### src/rtl/vmul_pkg.sv
// Shared widths for the lane dot-product MAC.
// Latency: n/a (package only).
// Backpressure: n/a (package only).
package vmul_pkg;

  localparam int DEF_DATA_W = 8;
  localparam int LANES      = 4;
  localparam int PROD_W     = 2 * DEF_DATA_W;
  localparam int SUM_W      = PROD_W + 2;
  localparam int DEF_ACC_W  = 32;

endpackage

### src/rtl/lane_mult.sv
// Registered unsigned DATA_W x DATA_W multiplier for one lane.
// Latency: 1 cycle from operands to product.
// Backpressure: product register holds while en is low.
module lane_mult #(
  parameter int DATA_W = 8
) (
  input  logic                  clk,
  input  logic                  rst_n,
  input  logic                  en,
  input  logic [DATA_W-1:0]     a,
  input  logic [DATA_W-1:0]     b,
  output logic [2*DATA_W-1:0]   p
);

  localparam int PW = 2 * DATA_W;

  // Capture the full-width product whenever the pipeline is advancing.
  always_ff @(posedge clk) begin
    if (!rst_n) begin
      p <= '0;
    end else if (en) begin
      p <= PW'(a) * PW'(b);
    end
  end

endmodule

### src/rtl/vec_dot_mac.sv
// Four-lane unsigned dot product accumulated over a multi-beat vector.
// Latency: last beat accepted at edge k gives out_valid after edge k+2.
// Backpressure: out_valid && !out_ready freezes every stage; in_ready drops.
module vec_dot_mac
  import vmul_pkg::*;
#(
  parameter int DATA_W = DEF_DATA_W,
  parameter int ACC_W  = DEF_ACC_W   // must be at least 2*DATA_W+2
) (
  input  logic              clk,
  input  logic              rst_n,
  input  logic [DATA_W-1:0] a0,
  input  logic [DATA_W-1:0] a1,
  input  logic [DATA_W-1:0] a2,
  input  logic [DATA_W-1:0] a3,
  input  logic [DATA_W-1:0] b0,
  input  logic [DATA_W-1:0] b1,
  input  logic [DATA_W-1:0] b2,
  input  logic [DATA_W-1:0] b3,
  input  logic              in_valid,
  input  logic              in_last,
  output logic              in_ready,
  output logic [ACC_W-1:0]  result,
  output logic              ovf,
  output logic              out_valid,
  input  logic              out_ready
);

  localparam int PW = 2 * DATA_W;
  localparam int SW = PW + 2;

  logic              stall;
  logic              advance;
  logic              accept;
  logic [DATA_W-1:0] a_l [LANES];
  logic [DATA_W-1:0] b_l [LANES];
  logic [PW-1:0]     prod [LANES];

  logic              s1_vld, s1_last;
  logic [SW-1:0]     tree_sum;
  logic [SW-1:0]     s2_sum;
  logic              s2_vld, s2_last;

  logic [ACC_W-1:0]  acc;
  logic              ovf_sticky;
  logic [ACC_W:0]    acc_ext;
  logic [ACC_W-1:0]  nxt;
  logic              carry;

  // Stall depends only on registered out_valid plus the consumer's ready.
  assign stall    = out_valid && !out_ready;
  assign advance  = !stall;
  assign in_ready = advance;
  assign accept   = in_valid && in_ready;

  assign a_l[0] = a0;
  assign a_l[1] = a1;
  assign a_l[2] = a2;
  assign a_l[3] = a3;
  assign b_l[0] = b0;
  assign b_l[1] = b1;
  assign b_l[2] = b2;
  assign b_l[3] = b3;

  for (genvar i = 0; i < LANES; i++) begin : g_lane
    lane_mult #(.DATA_W(DATA_W)) u_mult (
      .clk   (clk),
      .rst_n (rst_n),
      .en    (advance),
      .a     (a_l[i]),
      .b     (b_l[i]),
      .p     (prod[i])
    );
  end

  // S1 control: tag the products; a non-accepting cycle loads a bubble.
  always_ff @(posedge clk) begin
    if (!rst_n) begin
      s1_vld  <= 1'b0;
      s1_last <= 1'b0;
    end else if (advance) begin
      s1_vld  <= accept;
      s1_last <= accept && in_last;
    end
  end

  // Adder tree: lanes zero-extended so the four-way sum never loses a bit.
  always_comb begin
    tree_sum = '0;
    for (int i = 0; i < LANES; i++) begin
      tree_sum = tree_sum + SW'(prod[i]);
    end
  end

  // S2: register the lane sum alongside its control bits.
  always_ff @(posedge clk) begin
    if (!rst_n) begin
      s2_sum  <= '0;
      s2_vld  <= 1'b0;
      s2_last <= 1'b0;
    end else if (advance) begin
      s2_sum  <= tree_sum;
      s2_vld  <= s1_vld;
      s2_last <= s1_last;
    end
  end

  // Wrapping add; the carry out of the top bit feeds the overflow flag.
  always_comb begin
    acc_ext = (ACC_W + 1)'(acc) + (ACC_W + 1)'(s2_sum);
    nxt     = acc_ext[ACC_W-1:0];
    carry   = acc_ext[ACC_W];
  end

  // S3: accumulate, publish on the last beat, and hold everything under stall.
  always_ff @(posedge clk) begin
    if (!rst_n) begin
      acc        <= '0;
      ovf_sticky <= 1'b0;
      result     <= '0;
      ovf        <= 1'b0;
      out_valid  <= 1'b0;
    end else if (advance) begin
      // Not stalled means any held result is being taken this edge.
      out_valid <= s2_vld && s2_last;
      if (s2_vld) begin
        if (s2_last) begin
          result     <= nxt;
          ovf        <= ovf_sticky | carry;
          acc        <= '0;
          ovf_sticky <= 1'b0;
        end else begin
          acc        <= nxt;
          ovf_sticky <= ovf_sticky | carry;
        end
      end
    end
  end

endmodule

### config.mk
export PLATFORM = sky130hd
export DESIGN_NAME = vec_dot_mac
export DESIGN_NICKNAME = d
export VERILOG_FILES = /design/src/rtl/vmul_pkg.sv /design/src/rtl/lane_mult.sv /design/src/rtl/vec_dot_mac.sv
export SDC_FILE = /design/constraint.sdc
export NUM_CORES = 1
export LEC_CHECK = 0
export BUFFER_PORTS_ARGS = -buffer_cell sky130_fd_sc_hd__buf_2
export CORE_MARGIN = 1
export CORE_UTILIZATION = 45
export CTS_CLUSTER_SIZE = 16
export DETAILED_ROUTE_END_ITERATION = 16
export GPL_TIMING_DRIVEN = 0
export PLACE_DENSITY = 0.72
export SYNTH_ARGS = -nofsm -noshare
export SYNTH_HDL_FRONTEND = slang
export SYNTH_SLANG_ARGS = --single-unit
export TNS_END_PERCENT = 30
### constraint.sdc
create_clock -name clk -period 4.1 [get_ports clk]
set_clock_uncertainty 0.1 [all_clocks]
set_input_delay 0.41 -clock clk [delete_from_list [all_inputs] [get_ports clk]]
set_output_delay 0.41 -clock clk [all_outputs]
set_load 0.005 [all_outputs]
==> results.json, run 1 <==
{
  "avgRoutedWirePerCell_um": 16.7,
  "clkLatencyLatePin_ns": 0.43,
  "cellPowerDensity_mw_per_mm2": 559,
  "finalInstanceArea_sq_mm": 0.0179,
  "peakVddDrop_uv": 387,
  "via_count": 13300,
  "cts_max_level": 4,
  "drive_gt1_frac": 0.0995,
  "cts_sinks": 153,
  "avgViaCountPerCell": 5.48,
  "ys_warn_count": 0,
  "required_ns": 4.28,
  "synthFlopType": "dfxtp_1",
  "worst_slew_pin_slew_ns": 0.866,
  "rows": 68,
  "nets": 2392,
  "rsz0062_at_grt": "yes",
  "failed_checks": "setup timing",
  "start_util": 0.460,
  "drc": 0,
  "min_period_over_period": 1.01,
  "ctsLongestPathBuffers": 2,
  "track_usage": 0.227,
  "arrival_ns": 4.32,
  "hold_violations": 0,
  "combPwrFrac": 0.637,
  "synth_cells": 1843,
  "clkPwrFrac": 0.163,
  "port_buffers": 103,
  "slew_headroom": 0.423,
  "max_freq_mhz": 242,
  "ys_seq_area_frac": 0.192,
  "area_delta_synth_final_pct": 12.5,
  "die_x_um": 190,
  "drv_cap": 0,
  "hp-class": "in -> reg",
  "synth_seq_cells": 153,
  "async_flop_share": 0,
  "cts_tree": "built",
  "min_period_ns": 4.14,
  "drtAntennaViolNets": 0,
  "postSynthNetCount": 2268,
  "overflow": 0,
  "synth.distinct_cells": 70,
  "p_switching_mw": 4.47,
  "postCtsHoldBufs": 0,
  "synth_edf_count": 0,
  "placed_cell_area_sq_mm": 0.0171,
  "dp_hpwl_mm": 32.4,
  "place_ws_ns": -0.705,
  "worst-setup-path-type": "in -> reg",
  "critPathCaptureType": "flop",
  "setup_slack_ns": -0.0394,
  "clockRootBuffer": "clkbuf_16",
  "place_congestion": 0.915,
  "drt_iter0_drc": 820,
  "grt_antenna_before_repair": 0,
  "dr.pass1.iters": 6,
  "clk_pin_slew_ns": 0.06,
  "cp-start-kind": "primary input",
  "swShare": 0.446,
  "seq_power_share": 0.201,
  "numCtsBuffers": 17,
  "internal_power_mw": 5.56,
  "grt_first_pass_wirelength_mm": 66.2,
  "core-area_sq_mm": 0.0347,
  "drt-total-wl_mm": 40.6,
  "drv_slew": 0,
  "critPathMaxFanout": 8,
  "grt_start_max_net_pins": 17,
  "syn-mean-instance-area_sq_um": 8.66,
  "n_antenna_cell": 0,
  "die_h_um": 190,
  "netlist_area_sq_mm": 0.0160,
  "setup_viol": 1,
  "grt_pass1_vias": 13300,
  "p_leak_nw": 8.47,
  "io_pins": 104,
  "die_area_sq_mm": 0.0362,
  "outcome": "complete, but fails checks"
}
worst paths after layout:
kind | slack (ns) | depth (start not counted) | end | startpoint
worst max-delay path | -0.04 | 14 | g_lane[1].u_mult.p[15]$_SDFFE_PN0N_ | a1[7]
worst min-delay path | 0.15 | 3 | s1_vld$_SDFFE_PN0N_ | in_valid
worst max register to register | 0.42 | 10 | s2_sum[16]$_SDFFE_PN0N_ | g_lane[0].u_mult.p[2]$_SDFFE_PN0N_
worst min register to register | 0.35 | 2 | s1_vld$_SDFFE_PN0N_ | s1_vld$_SDFFE_PN0N_
registers in the layout, summed over array words and instances (netlist names):
register and count:
g_lane.u_mult.p 64, acc 32, result 32, s2_sum 18
out_valid 1, ovf 1, ovf_sticky 1, s1_last 1
s1_vld 1, s2_last 1, s2_vld 1
metal layers:
metal | vias up | routed length (um) | GRT usage
met5 | - | 0 | 0
met4 | 0 | 794 | 0.0597
met3 | 39 | 1880 | 0.0250
met2 | 342 | 19700 | 0.390
met1 | 6562 | 18300 | 0.303
li1 | 6393 | - | -
kinds of logic after synthesis:
group,after synthesis,share of synthesized area
AOI/OAI and AO/OA,340,0.133
xor gates and xnor gates,63,0.0346
adders and majority gates,356,0.363
buffers and inverters,276,0.0650
DFF,153,0.192
muxes,5,0.00322
and+or+nand+nor,650,0.210
synth_stat cells, drive strengths merged (3+ instances only):
library cell,count,area (sq um)
o21a,12,90.1
nand4b,8,70.1
nand4,19,125
inv,224,841
clkbuf,44,165
ha,179,2240
a31oi,13,96.3
buf,7,27.5
and3,20,125
o311ai,4,42.6
a22o,3,26.3
nor3,16,80.1
and2,193,1210
nand2,209,785
fa,177,3540
nor2,69,262
mux2i,4,40.0
a311oi,4,35.0
dfxtp,153,3060
a21oi,125,629
nor2b,7,43.8
a211oi,22,178
a21boi,5,45.0
nor3b,5,37.5
o211ai,14,105
nand3,59,313
o21bai,8,60.1
xor2,22,193
or3,24,150
o21ai,81,405
nand2b,15,93.8
a22oi,7,52.6
xnor2,41,359
a21o,22,165
metrics by stage:
stage	util	total power, mW	hold slack [ns]	TNS [ns]	cells
floorplan	-	6.57	0.326	-0.196	1843
global placement	0.493	7.84	0.332	-7.03	2401
detailed placement	0.493	7.95	0.342	-8.57	2401
CTS	0.511	9.68	0.151	-0.0189	2434
global route	0.517	10.9	0.151	-0.486	2435
finish	0.517	10.0	0.154	-0.0394	2435
area by class of cell:
class	count	area, sq um
Fill cell	3284	16800
Multi-Input combinational cell	1414	12100
Sequential cell	153	3060
Inverter	225	845
Tap cell	455	569
Timing Repair Buffer	105	543
Clock buffer	17	425
Buffer	51	193
Clock inverter	15	174
power by group through the flow:
stage          registers (mW)  logic, mW  clock network [mW]
2_1_floorplan            1.97       4.60                   0
3_3_place_gp             2.04       5.81                   0
3_5_place_dp             2.04       5.91                   0
4_1_cts                  2.01       6.03                1.63
5_1_grt                  2.04       7.14                1.69
6_report                 2.01       6.38                1.63
layout by cell type, fill, tap and decap left out, drive strengths merged, types with 5 or more instances in the layout:
cell type,Yosys,layout
a22oi,7,7
o211ai,14,14
a211oi,22,22
ha,179,179
clkbuf,44,65
or3,24,24
xor2,22,22
nand2b,15,15
buf,7,108
a31oi,13,13
a21o,22,22
o21a,12,12
nand4b,8,8
xnor2,41,41
clkinv,1,9
o21ai,81,81
nand2,209,209
nand3,59,59
nor2,69,69
nor3b,5,5
nand4,19,19
and3,20,20
nor3,16,16
a21boi,5,5
dfxtp,153,153
fa,177,177
o21bai,8,8
inv,224,227
nor2b,7,7
a21oi,125,125
and2,193,193
repair_timing:
item | CTS | global route
gates resized for setup | 4 | 46
buffers inserted | 1 | 1
hold endpoints to repair | 0 | 0
endpoints found under the setup margin | 5 | 20
pin swaps | 4 | 20
worst max-delay path, cell delays in order:
cell and delay, ns:
buf_2 0.14, and2_1 0.18, fa_1 0.51, fa_1 0.51, fa_1 0.49, inv_1 0.05
fa_1 0.47, inv_1 0.04, ha_1 0.21, o41ai_2 0.46, o21bai_1 0.15, o41a_1 0.37
xnor2_2 0.23, a21oi_1 0.10
Note: power is estimated with default switching activity, not from simulation.
==> inputs of run 2 (changes only) <==
Settings changed: PLACE_DENSITY 0.72 to 0.69.
Clock period 4.1 ns to 4.8 ns, I/O delays scaled along.
==> results.json, run 2 (synthesis results as in run 1) <==
{
  "outcome": "finished clean",
  "internal_power_mw": 4.56,
  "numCtsBuffers": 17,
  "drt-total-wl_mm": 40.2,
  "via_count": 13300,
  "clk_pin_slew_ns": 0.06,
  "core-area_sq_mm": 0.0347,
  "worst_hold_slack_ns": 0.230,
  "die_area_sq_mm": 0.0362,
  "cts_sinks": 153,
  "p_leak_nw": 8.45,
  "dp_hpwl_mm": 32.3,
  "dr.pass1.iters": 5,
  "reg2reg_slack_ns": 0.97,
  "worst-setup-path-type": "in -> reg",
  "placed_cell_area_sq_mm": 0.0170,
  "critPathCaptureType": "flop",
  "cellPowerDensity_mw_per_mm2": 463,
  "hold_path_depth": 3,
  "start_util": 0.460,
  "postCtsHoldBufs": 0,
  "crit_path_frequent_cell": "fa_1",
  "p_switching_mw": 3.62,
  "grt_pass1_vias": 13000,
  "slowest_delay_ns": 0.49,
  "min_period_ns": 4.59,
  "r2r_start": "g_lane[0].u_mult.p[2]$_SDFFE_PN0N_",
  "drc": 0,
  "setup.worst_path.start": "a1[3]",
  "rows": 68,
  "hp-class": "in -> reg",
  "clkPwrFrac": 0.173,
  "path_delay_family": "adder cells",
  "nets": 2390,
  "finalInstanceArea_sq_mm": 0.0177,
  "drt_iter0_drc": 883,
  "final_common_cell": "inv_1",
  "clockRootBuffer": "clkbuf_16",
  "required_ns": 4.98,
  "track_usage": 0.231,
  "cts_max_level": 4,
  "post-place-cells": 2401,
  "grt_first_pass_wirelength_mm": 66.5,
  "grt_start_max_net_pins": 17,
  "die_h_um": 190,
  "seq_area_sq_mm": 0.00306,
  "combPwrFrac": 0.616,
  "cp.depth": 16,
  "area_delta_synth_final_pct": 10.7,
  "final_cell_count_no_fill": 2433,
  "drtAntennaViolNets": 0,
  "worstPathCellList": "buf_2, and2_1, fa_1, fa_1, inv_1, fa_1, fa_1, inv_1, ha_1, o21ai_1, a21oi_1, o41ai_1, o21bai_1, o41a_1, xnor2_2, a21oi_1",
  "regMostFlops": "g_lane.u_mult.p",
  "grt_antenna_before_repair": 0,
  "arrival_ns": 4.78,
  "rr_worst_depth": 10,
  "seq_power_share": 0.211,
  "drive_gt1_frac": 0.0789,
  "swShare": 0.442,
  "multi_input_comb_area_sq_mm": 0.0119,
  "hold_violations": 0,
  "clkLatencyLatePin_ns": 0.44,
  "worst_slew_pin_slew_ns": 0.932,
  "largest_reg_flops": 64,
  "avgRoutedWirePerCell_um": 16.5,
  "endpoint": "g_lane[1].u_mult.p[15]$_SDFFE_PN0N_",
  "cp-start-kind": "primary input",
  "setup_viol": 0,
  "overflow": 0,
  "postCtsSetupBuffers": 0,
  "drv_slew": 0,
  "avgViaCountPerCell": 5.46,
  "slew_headroom": 0.362,
  "peakVddDrop_uv": 316,
  "max_freq_mhz": 218,
  "rsz0062_at_grt": "no",
  "drv_cap": 0,
  "port_buffers": 103,
  "crit_buf_inv": 3,
  "largestRegisters": "g_lane.u_mult.p (64), acc (32), result (32)",
  "fillerInstances": 3292,
  "die_x_um": 190,
  "ctsLongestPathBuffers": 2,
  "slowest_stage": "fa_1",
  "n_antenna_cell": 0,
  "final_cell_mix": "inv_1 (224), nand2_1 (209), and2_1 (192), ha_1 (179), fa_1 (177)",
  "io_pins": 104,
  "cts_tree": "built",
  "r2r-end": "s2_sum[16]$_SDFFE_PN0N_",
  "place_congestion": 0.912,
  "min_period_over_period": 0.957,
  "ctsResizeCount": 0,
  "critPathMaxFanout": 8
}
[run 2: cell types whose count changed in the layout (fill, tap and decap cells not counted), moves of 4 or more]
cell,delta
a21oi_1,+5
a21oi_2,-5
buf_2,+5
clkbuf_4,-4
fa_1,+4
fa_2,-4
ha_1,+11
ha_4,-9
o21ai_0,+11
o21ai_1,-6
o21ai_2,-4
[run 2: how the worst min path moves through the flow]
stage,end,start
final,s1_vld$_SDFFE_PN0N_,in_valid
after CTS,s1_vld$_SDFFE_PN0N_,in_valid
after detailed placement,result[27]$_SDFFE_PN0P_,result[27]$_SDFFE_PN0P_
after floorplan,ovf_sticky$_SDFFE_PN0P_,ovf_sticky$_SDFFE_PN0P_
after global routing,s1_vld$_SDFFE_PN0N_,in_valid
after global placement,ovf_sticky$_SDFFE_PN0P_,ovf_sticky$_SDFFE_PN0P_
[run 2: tightest hold or removal path: cells and delay by family]
kind,cells,cell delay [ns]
buffers and inverters,1,0.11
AOI/OAI and AO/OA,1,0.06
and+or+nand+nor,1,0.06
[run 2: area by class of cell]
class,count,area share
well taps,455,0.0322
plain buffers,51,0.0109
clock buffers,19,0.0256
inverters,225,0.0478
multi-input cells,1414,0.672
flip-flops and latches,153,0.173
repair buffers,103,0.0292
clock inverters,13,0.00928
[run 2: layer usage]
metal  vias up  share of wire  GRT usage
met4         0          0.025     0.0748
met5         -              0          0
met2       441           0.47      0.378
met3        57          0.060     0.0315
li1       6389              -          -
met1      6390           0.45      0.313
[run 2: power by group through the flow]
| stage | Combinational, mW | Clock (mW) | Sequential (mW) |
|---|---|---|---|
| 6_report | 5.04 | 1.42 | 1.73 |
| 5_1_grt | 5.72 | 1.49 | 1.75 |
| 4_1_cts | 5.01 | 1.43 | 1.72 |
| 3_5_place_dp | 4.95 | 0 | 1.75 |
| 3_3_place_gp | 4.83 | 0 | 1.74 |
| 2_1_floorplan | 3.84 | 0 | 1.68 |
[run 2: metrics by stage]
stage	setup WS (ns)	setup TNS (ns)	power, mW	util
floorplan	0.370	0	5.52	-
global placement	-0.387	-0.489	6.58	0.491
detailed placement	-0.435	-0.591	6.70	0.491
CTS	0.0203	0	8.17	0.509
global route	0.0390	0	8.96	0.509
finish	0.205	0	8.19	0.509
